==> src/rtl/sda_link_pkg.sv <==
// sda_link_pkg: definitions shared by both ends of the scl/sda link
// (the parallel-to-serial transmitter and the sda_to_par receiver).
//   state_t    : receiver/transmitter frame state
//   DATA_W_DEF : default number of data bits per frame
//   LINE_IDLE  : level of an idle (pulled-up) bus line
package sda_link_pkg;

  localparam int DATA_W_DEF = 4;

  localparam logic LINE_IDLE = 1'b1;

  typedef enum logic [1:0] {
    IDLE = 2'd0,
    BITS = 2'd1,
    STOP = 2'd2
  } state_t;

endpackage

==> src/rtl/sda_link_sampler.sv <==
// sda_link_sampler: registers the scl/sda lines into the sclk domain and
// decodes link events from the current and previous samples.
//   sclk   in  system clock
//   rst    in  asynchronous active-low reset
//   scl    in  link clock (sampled only)
//   sda    in  link data
//   c_sda  out most recent sda sample
//   rise   out scl went low -> high
//   start  out sda fell while scl stayed high
//   stop   out sda rose while scl stayed high
module sda_link_sampler
  import sda_link_pkg::*;
(
  input  logic sclk,
  input  logic rst,
  input  logic scl,
  input  logic sda,
  output logic c_sda,
  output logic rise,
  output logic start,
  output logic stop
);

  logic c_scl;
  logic p_scl;
  logic p_sda;

  // Samples reset to the idle bus level so leaving reset never looks like
  // an edge on either line.
  always_ff @(posedge sclk or negedge rst) begin
    if (!rst) begin
      c_scl <= LINE_IDLE;
      c_sda <= LINE_IDLE;
      p_scl <= LINE_IDLE;
      p_sda <= LINE_IDLE;
    end else begin
      p_scl <= c_scl;
      p_sda <= c_sda;
      c_scl <= scl;
      c_sda <= sda;
    end
  end

  // start/stop require scl high in both samples, so they can never
  // coincide with rise.
  assign rise  = !p_scl && c_scl;
  assign start = p_scl && c_scl && p_sda && !c_sda;
  assign stop  = p_scl && c_scl && !p_sda && c_sda;

endmodule

==> src/rtl/sda_to_par.sv <==
// sda_to_par: serial-to-parallel receiver for the scl/sda link. Waits for a
// start, shifts DATA_W bits MSB-first on scl rises and presents the word as
// binary plus a registered one-hot decode. Stop, repeated start and aborted
// frames are recognised. DATA_W must be at least 2.
//   sclk       in  system clock
//   rst        in  asynchronous active-low reset
//   scl        in  link clock (sampled only)
//   sda        in  link data
//   data       out last complete word, held until the next complete frame
//   onehot     out registered decode of data (bit[data] set)
//   valid      out one-cycle pulse when data/onehot update
//   busy       out high while a frame is open
//   frame_err  out one-cycle pulse when a frame is aborted
module sda_to_par
  import sda_link_pkg::*;
#(
  parameter int DATA_W = DATA_W_DEF
) (
  input  logic                 sclk,
  input  logic                 rst,
  input  logic                 scl,
  input  logic                 sda,
  output logic [DATA_W-1:0]    data,
  output logic [2**DATA_W-1:0] onehot,
  output logic                 valid,
  output logic                 busy,
  output logic                 frame_err
);

  localparam int OH_W  = 2**DATA_W;
  localparam int CNT_W = $clog2(DATA_W);
  localparam logic [CNT_W-1:0] CNT_LAST = CNT_W'(DATA_W - 1);

  logic c_sda;
  logic rise;
  logic start;
  logic stop;

  state_t            state;
  logic [CNT_W-1:0]  cnt;
  logic [DATA_W-1:0] sh;
  logic [DATA_W-1:0] word;

  sda_link_sampler u_sampler (
    .sclk  (sclk),
    .rst   (rst),
    .scl   (scl),
    .sda   (sda),
    .c_sda (c_sda),
    .rise  (rise),
    .start (start),
    .stop  (stop)
  );

  // Shift register contents after taking the current bit; the oldest bit
  // drops off the top.
  assign word = DATA_W'({sh, c_sda});

  always_ff @(posedge sclk or negedge rst) begin
    if (!rst) begin
      state     <= IDLE;
      cnt       <= '0;
      sh        <= '0;
      data      <= '0;
      onehot    <= '0;
      valid     <= 1'b0;
      busy      <= 1'b0;
      frame_err <= 1'b0;
    end else begin
      valid     <= 1'b0;
      frame_err <= 1'b0;
      unique case (state)
        IDLE: begin
          if (start) begin
            state <= BITS;
            cnt   <= '0;
            busy  <= 1'b1;
          end
        end
        BITS: begin
          if (start) begin
            // Restart the frame in place; busy stays high.
            frame_err <= 1'b1;
            cnt       <= '0;
          end else if (stop) begin
            frame_err <= 1'b1;
            state     <= IDLE;
            busy      <= 1'b0;
          end else if (rise) begin
            sh <= word;
            if (cnt == CNT_LAST) begin
              data   <= word;
              onehot <= OH_W'(1) << word;
              valid  <= 1'b1;
              state  <= STOP;
              cnt    <= '0;
            end else begin
              cnt <= cnt + 1'b1;
            end
          end
        end
        STOP: begin
          if (start) begin
            state <= BITS;
            cnt   <= '0;
          end else if (stop || (rise && c_sda)) begin
            // A rise with sda high covers a transmitter that parks sda
            // high instead of producing a stop edge.
            state <= IDLE;
            busy  <= 1'b0;
          end
        end
        default: begin
          state <= IDLE;
          busy  <= 1'b0;
        end
      endcase
    end
  end

endmodule

==> config.mk <==
export PLATFORM = sky130hd
export DESIGN_NAME = sda_to_par
export DESIGN_NICKNAME = d
export VERILOG_FILES = /design/src/rtl/sda_link_pkg.sv /design/src/rtl/sda_link_sampler.sv /design/src/rtl/sda_to_par.sv
export SDC_FILE = /design/constraint.sdc
export NUM_CORES = 1
export LEC_CHECK = 0
export CAP_MARGIN = 30
export CORE_ASPECT_RATIO = 1.2
export CORE_MARGIN = 2
export CORE_UTILIZATION = 41
export CTS_CLUSTER_SIZE = 16
export DETAILED_ROUTE_END_ITERATION = 8
export PLACE_DENSITY = 0.72
export REMOVE_ABC_BUFFERS = 1
export SYNTH_ARGS = -nofsm -noshare
export SYNTH_HDL_FRONTEND = slang
export SYNTH_SLANG_ARGS = --single-unit
==> constraint.sdc <==
create_clock -name sclk -period 1.6 [get_ports sclk]
set_clock_uncertainty 0.1 [all_clocks]
set_input_delay 0.16 -clock sclk [delete_from_list [all_inputs] [get_ports sclk]]
set_output_delay 0.16 -clock sclk [all_outputs]
set_load 0.02 [all_outputs]
== After elaboration in Yosys (flattened, before gate mapping) ==
Index checks and enable logic that the tools add are counted.

* Bits in registers: 34
* Word-level logic and storage cells: 77

* $add $sub $neg: 1
* Equal/unequal tests: 14
* Shifts and indexed selects: 1
* Multiplexer cells: 28
* Bitwise logic cells: 2
* Reductions and logical operators: 19

{| class="wikitable"
|+ Operator list
! operator !! number
|-
| 2-to-1 mux 2 bit || 12
|-
| << shifter 1 x 4 -> 16 bit (first input constant) || 1
|-
| inequality test 3 bit (second input constant) || 5
|-
| AND reduction 5 bit || 3
|-
| 2-to-1 mux 1 bit || 13
|-
| inequality test 2 bit (second input constant) || 5
|-
| AND reduction 4 bit || 2
|-
| logical AND 1 bit || 7
|-
| one-hot mux 2 bit (3 select lines) || 1
|-
| equality test 2 bit (second input constant) || 2
|-
| one-hot mux 2 bit (2 select lines) || 1
|-
| zero test 1 bit || 3
|-
| one-hot mux 1 bit (3 select lines) || 1
|-
| adder 2 x 1 -> 2 bit (second input constant) || 1
|-
| equality test 2 x 1 -> 1 bit (second input constant) || 1
|-
| zero test 2 bit || 1
|-
| inequality test 2 x 1 -> 1 bit (second input constant) || 1
|-
| inverter 1 bit || 2
|-
| nonzero test 2 bit || 1
|-
| OR reduction 2 bit || 1
|-
| logical OR 1 bit || 1
|}

== Longest topological paths before layout ==
Gate-level depths: netlist of run 1.

* Depth in word-level cells: 7
* Mapped depth: 6

== Cells and area by module ==
From an unflattened synthesis of run 1, not the netlist that was laid out.

* Cells, all modules: 111
* Area, all modules: 1,536.5 um^2

{| class="wikitable"
|+ By module, submodules not included
! module !! times used !! cells each !! area an instance (um^2) !! seq. area each (um^2)
|-
| sda_to_par || 1 || 104 || 1,405.1 || 750.7
|-
| sda_link_sampler || 1 || 7 || 131.4 || 105.1
|}

== Least setup slack after synthesis of run 1 ==
Ideal clock, no wire load.

* Kind: reg-to-reg
* Start: reg u_sampler.c_scl
* End: reg data[1]
* Setup time: 125 ps
* Arrival: 1,405 ps
* Slack: -30 ps
* Stages on the path, launching flop included: 5
* Path through: dfstp_2 nand3b_2 or2_4 buf_6 mux2_4

* Word-level cells in the longest chain between the ends: 5
* Elaborated cells between the ends (all ways): 9

{| class="wikitable"
|+ Ends and longest elaborated chain
! element !! line !! RTL
|-
| start, declared || sda_link_sampler.sv:24 || <nowiki>logic c_scl;</nowiki>
|-
| start signal, assigned || sda_link_sampler.sv:39 || <nowiki>c_scl <= scl;</nowiki>
|-
| logical AND 1 bit || sda_link_sampler.sv:47, sda_link_sampler.sv:48 ||
|-
| logical AND 1 bit (on tied branches) (2 in series) || sda_link_sampler.sv:48, sda_link_sampler.sv:47 ||
|-
| inverter 1 bit (no source line) || -- ||
|-
| AND reduction 5 bit (no source line) * || -- ||
|-
| end signal, assigned || sda_to_par.sv:92 || <nowiki>data <= word;</nowiki>
|-
| end, declared || sda_to_par.sv:23 || <nowiki>output logic [DATA_W-1:0] data,</nowiki>
|}

Every way passes the cells marked *; elsewhere a longest branch is shown, timed or not.
A chain may end at the register's enable or synchronous reset.

== Final worst setup path of run 1 ==
* Start: reg cnt[0]
* End: reg data[0]

* Word-level cells in the longest chain between the ends: 2

{| class="wikitable"
|+ Ends and longest elaborated chain
! element !! line !! RTL
|-
| start, declared || sda_to_par.sv:40 || <nowiki>logic [CNT_W-1:0] cnt;</nowiki>
|-
| start signal, assigned || sda_to_par.sv:98 || <nowiki>cnt <= cnt + 1'b1;</nowiki>
|-
| equality test 2 bit || sda_to_par.sv:91 || <nowiki>if (cnt == CNT_LAST) begin</nowiki>
|-
| AND reduction 5 bit (no source line) || -- ||
|}

No other way between the ends.

==> results.yml, run 1 <==
clock_network:
  hold_buffers: 0
  cts.root.buffer_cell: "clkbuf_8"
  cts.sinks: 34
  cts_buffers: 5
  cts_tree: "yes"
  cts_max_level: 2
  clock_latency_ns: 0.28
  clock_path_buffers: 2
  clk_pin_slew_worst_paths_ns: 0.07
synthesis:
  ys.flop_type: "dfrtp_1"
  yosys_warnings: 0
  yosysSeqAreaShare: 0.560
  synth_edf_count: 0
  syn_area_sq_um: 1530
  async_flop_share: 1.00
  avgSynthCellArea_sq_um: 12.6
  synth_cells: 121
  yosys_register_bits: 34
  synth.distinct_cells: 38
drt:
  antenna_left: 0
  drc_errors: 0
  wl_microns: 3440
  first_pass_iters: 4
  drt-initial-drc-count: 22
  num_vias: 1139
  viasPerCell: 5.78
  post_drt_wl_per_cell_microns: 17.4
place:
  port_buffers: 26
  post-dp-hpwl_microns: 2240
  place.gp.congestion: 0.747
  dp_slack_ns: -0.0423
global_routing:
  grt_max_degree: 35
  antenna_found_initial: 0
  grt_use_met2: 0.285
  grt.met3_usage: 0.0530
  grt_pass1_wl_microns: 5640
  grt_pass1_vias: 1161
  grt_use_met1: 0.228
  grt.overflow.total: 0
  grt.busiest_layer: "met2"
  track_usage: 0.178
final_layout:
  multi_input_area_sq_um: 676
  n_fill_cell: 307
  drive_gt1_frac: 0.285
  diodes: 0
  syn_to_final_growth_pct: 32.7
  seq_area_sq_um: 856
  nets: 162
power_and_ir_drop:
  peakVddDrop_uv: 684
  powerDensity_nw_per_um2: 1610
  total_power_mw: 3.25
  leakagePower_nw: 0.898
sta:
  max_freq_ghz: 0.637
  finalCritPeriodShare: 0.981
  period_minus_slack_ns: 1.57
  timing.hold.ws_ns: 0.143
  tightest_slew_ns: 0.405
  post-route-worst-setup-slack_ns: 0.0310
  setup_viol: 0
  tns_ns: 0
  finalHoldViolations: 0
  max_slew_margin: 0.730
  slew_viol_final: 0
floorplanning:
  num_io_pins: 27
  start_util: 0.424
  die_area_sq_um: 4230
  die_x_microns: 59.7
  coreArea_sq_um: 3600
  rows: 24
  die_h_microns: 70.9
critical_path:
  ff2ff_setup_slack_ns: 0.03
  crit_required_ns: 1.67
  crit_path_max_fanout: 6
  worstSetupPathType: "reg -> reg"
  start_kind: "flip-flop"
  endpoint_kind: "flip-flop"
  crit_arrival_ns: 1.63
outcome:
  status: "completed"
min_path:
  hp-class: "in -> async"
job:
  drv_cap: 0
-- layout make-up --
type / instances / share of cell area
well taps: 39 / 0.0241
clock inverters: 1 / 0.00247
multi-input cells: 78 / 0.333
inverters: 2 / 0.00370
repair buffers: 36 / 0.172
clock buffers: 7 / 0.0426
flip-flops and latches: 34 / 0.422
-- metal layers --
metal	vias up	routed length, microns	part of all wire
li1	527	-	-
met1	570	1450	0.42
met2	34	1780	0.52
met3	8	167	0.049
met4	0	39	0.011
met5	-	0	0
-- logic make-up after synthesis --
| family | after synthesis | synth area share |
|---|---|---|
| multiplexers | 7 | 0.0590 |
| buffers and inverters | 11 | 0.0418 |
| XOR/XNOR | 1 | 0.00573 |
| flip-flops | 34 | 0.560 |
| AO/OA/AOI/OAI | 46 | 0.231 |
| AND/OR/NAND/NOR | 21 | 0.0942 |
| adder cells (fa/ha/maj) | 1 | 0.00819 |
-- critical path, cell delays in order, from the launching register on --
cell      delay [ns]
dfrtp_1         0.42
ha_4            0.18
nand3b_4        0.11
or2_4           0.32
mux2_1          0.32
-- synthesized netlist by cell type (3+ instances only) --
cell / instances / area share
mux2_4: 3 / 0.029
o21ai_0: 13 / 0.043
o41ai_2: 6 / 0.064
buf_6: 3 / 0.022
dfrtp_1: 30 / 0.49
buf_1: 4 / 0.0098
nand2_1: 4 / 0.0098
nand2b_1: 5 / 0.020
mux2_2: 3 / 0.022
o31ai_1: 9 / 0.044
dfstp_2: 4 / 0.069
o21ai_1: 6 / 0.020
-- where the power goes --
| group | switching [mW] | leakage (nW) | internal, mW |
|---|---|---|---|
| clock | 0.292 | 0.0482 | 0.347 |
| combinational | 0.652 | 0.412 | 0.624 |
| sequential | 0.251 | 0.437 | 1.09 |
| total | 1.19 | 0.898 | 2.06 |
-- registers in the layout (all words and copies together), names as in the netlist --
signal,count
u_sampler.c_sda,1
u_sampler.p_sda,1
valid,1
frame_err,1
state,2
busy,1
u_sampler.c_scl,1
data,4
onehot,16
u_sampler.p_scl,1
sh,3
cnt,2
-- timing repair --
item / in CTS / in global routing
pin swaps: 2 / 2
endpoints found under the setup margin: 5 / 12
gates resized for setup: 4 / 8
buffers inserted: 0 / 0
cloned: 2 / 0
-- cells in the final DEF (no fill, tap or decap), drive strengths merged --
cell / count
buf: 10
nand2: 4
inv: 2
xnor2: 1
nor2b: 2
o41ai: 6
o22ai: 1
dfrtp: 30
dfstp: 4
or2: 3
and4b: 1
or4b: 1
o31ai: 9
a21oi: 2
clkbuf: 7
nand3b: 2
nand2b: 5
clkinv: 1
a31o: 1
clkdlybuf4s50: 26
or4: 1
ha: 1
nor3: 1
and3b: 1
a22o: 2
a21bo: 2
o21ai: 19
a21boi: 1
nor2: 1
nor3b: 1
mux2: 7
a21o: 1
o211ai: 2
-- final timing paths --
check                                     start              end  cells past startpoint
worst min register to register  u_sampler.c_scl  u_sampler.p_scl                      0
min in group sclk                           sda  u_sampler.c_sda                      1
worst min-delay path                        rst        onehot[9]                      2
max in group asynchronous                   rst  u_sampler.p_scl                      2
worst max-delay path                     cnt[0]          data[0]                      4
worst max register to register           cnt[0]          data[0]                      4
-- through the flow --
step | instances | util | cell area [sq um]
final | 197 | 0.563 | 2030
after global routing | 197 | 0.563 | 2030
after CTS | 197 | 0.551 | 1990
after detailed placement | 187 | 0.518 | 1870
after global placement | 187 | 0.518 | 1870
after floorplan | 112 | - | 1470
Note: power is estimated with default switching activity, not from simulation.
==> inputs of run 2 (changes only) <==
--- a/config.mk
+++ b/config.mk
@@ -9,8 +9,10 @@
 export CORE_ASPECT_RATIO = 1.2
 export CORE_MARGIN = 2
 export CORE_UTILIZATION = 41
+export CTS_CLUSTER_DIAMETER = 30
 export CTS_CLUSTER_SIZE = 16
 export DETAILED_ROUTE_END_ITERATION = 8
+export MAX_ROUTING_LAYER = met4
 export PLACE_DENSITY = 0.72
 export REMOVE_ABC_BUFFERS = 1
 export SYNTH_ARGS = -nofsm -noshare
==> results.yml, run 2 (same netlist as run 1, synthesis figures left out) <==
clock_network:
  clk_pin_slew_worst_paths_ns: 0.07
  postCtsSetupBuffers: 0
  hold_buffers: 0
  clock_latency_ns: 0.28
  cts_buffers: 5
  cts_tree: "yes"
  cts.root.buffer_cell: "clkbuf_8"
  cts.sinks: 34
  cts_max_level: 2
  clock_path_buffers: 2
global_routing:
  grt_pass1_wl_microns: 5640
  antenna_found_initial: 0
  grt_pass1_vias: 1160
  grt.overflow.total: 0
  track_usage: 0.183
  grt_max_degree: 35
floorplanning:
  num_io_pins: 27
  rows: 24
  coreArea_sq_um: 3600
  die_area_sq_um: 4230
  die_x_microns: 59.7
  die_h_microns: 70.9
  start_util: 0.424
critical_path:
  cp_num_buf_inv: 0
  timing.rr.start: "cnt[0]"
  crit_chain: "ha_4 > nand3b_4 > or2_4 > mux2_1"
  crit_required_ns: 1.67
  start_kind: "flip-flop"
  cp_slowest_stage_delay_ns: 0.42
  worstSetupPathType: "reg -> reg"
  crit_arrival_ns: 1.64
  rr_endpoint: "data[0]"
  ff2ff_setup_slack_ns: 0.03
  crit_path_max_fanout: 6
  path_delay_family: "simple AND/OR/NAND/NOR gates"
  reg2regPathDepth: 4
  worst_path_max_delay_cell: "dfrtp_1"
  endpoint_kind: "flip-flop"
  startpoint: "cnt[0]"
job:
  drv_cap: 0
sta:
  tightest_slew_ns: 0.397
  setup_viol: 0
  max_slew_margin: 0.735
  tns_ns: 0
  max_freq_ghz: 0.635
  slew_viol_final: 0
  finalHoldViolations: 0
  finalCritPeriodShare: 0.984
  period_minus_slack_ns: 1.57
power_and_ir_drop:
  leakagePower_nw: 0.898
  total_power_mw: 3.25
  peakVddDrop_uv: 683
  powerDensity_nw_per_um2: 1600
final_layout:
  final_common_cell: "dfrtp_1"
  mostFrequentLayoutCells: "dfrtp_1, clkdlybuf4s50_1, o21ai_0, buf_4, o21ai_1"
  top_regs: "onehot x16, data x4, sh x3"
  syn_to_final_growth_pct: 32.7
  nets: 162
  drive_gt1_frac: 0.285
  diodes: 0
  largest_register: "onehot"
  largest_reg_flops: 16
drt:
  antenna_left: 0
  first_pass_iters: 4
  post_drt_wl_per_cell_microns: 17.5
  num_vias: 1124
  wl_microns: 3440
  drt-initial-drc-count: 31
  drc_errors: 0
  viasPerCell: 5.71
place:
  place.gp.congestion: 0.756
  post-dp-hpwl_microns: 2240
  port_buffers: 26
min_path:
  hp-class: "in -> async"
outcome:
  status: "completed"
[run 2: cell type report]
type                       instances  area, sq um
clock buffer                       7         86.3
clock inverter                     1         5.00
fill                             307         1580
inverter                           2         7.51
multi-input combinational         78          676
sequential                        34          856
tap                               39         48.8
timing repair buffer              36          348
[run 2: worst max path at each step]
stage | slack [ns] | depth (start not counted) | endpoint
global route | -0.02 | 4 | data[0]
finish | 0.03 | 4 | data[0]
detailed placement | -0.04 | 4 | data[0]
CTS | 0.01 | 4 | onehot[6]
floorplan | -0.13 | 3 | data[0]
global placement | 0.04 | 4 | data[0]
[run 2: power by group]
group / switching [mW] / internal (mW) / leakage, nW
sequential: 0.250 / 1.09 / 0.437
clock: 0.291 / 0.347 / 0.0482
combinational: 0.650 / 0.623 / 0.412
[run 2: worst register-to-register path, stage by stage, from the launching register on]
cell and delay [ns]:
dfrtp_1 0.42, ha_4 0.18, nand3b_4 0.11, or2_4 0.32
mux2_1 0.32
[run 2: repair_timing]
action | in CTS | in global routing
setup endpoints to repair | 5 | 12
resized for setup | 4 | 8
cloned | 2 | 0
pin swaps | 2 | 2
[run 2: per-stage QoR]
step	cell area [sq um]	setup slack [ns]	util	hold WS, ns	std cells
detailed placement	1870	-0.0423	0.518	0.280	187
global route	2030	-0.0246	0.563	0.150	197
CTS	1990	0.0115	0.551	0.141	197
global placement	1870	0.0435	0.518	0.275	187
finish	2030	0.0264	0.563	0.143	197
floorplan	1470	-0.125	-	-0.236	112
[run 2: routing by layer]
layer | GRT usage | part of all wire | vias to the layer above | wire (microns)
met2 | 0.284 | 0.52 | 27 | 1780
met4 | 0.0593 | 0.012 | 0 | 42
met5 | - | 0 | - | 0
met3 | 0.0530 | 0.041 | 8 | 140
li1 | - | - | 525 | -
met1 | 0.230 | 0.43 | 564 | 1480
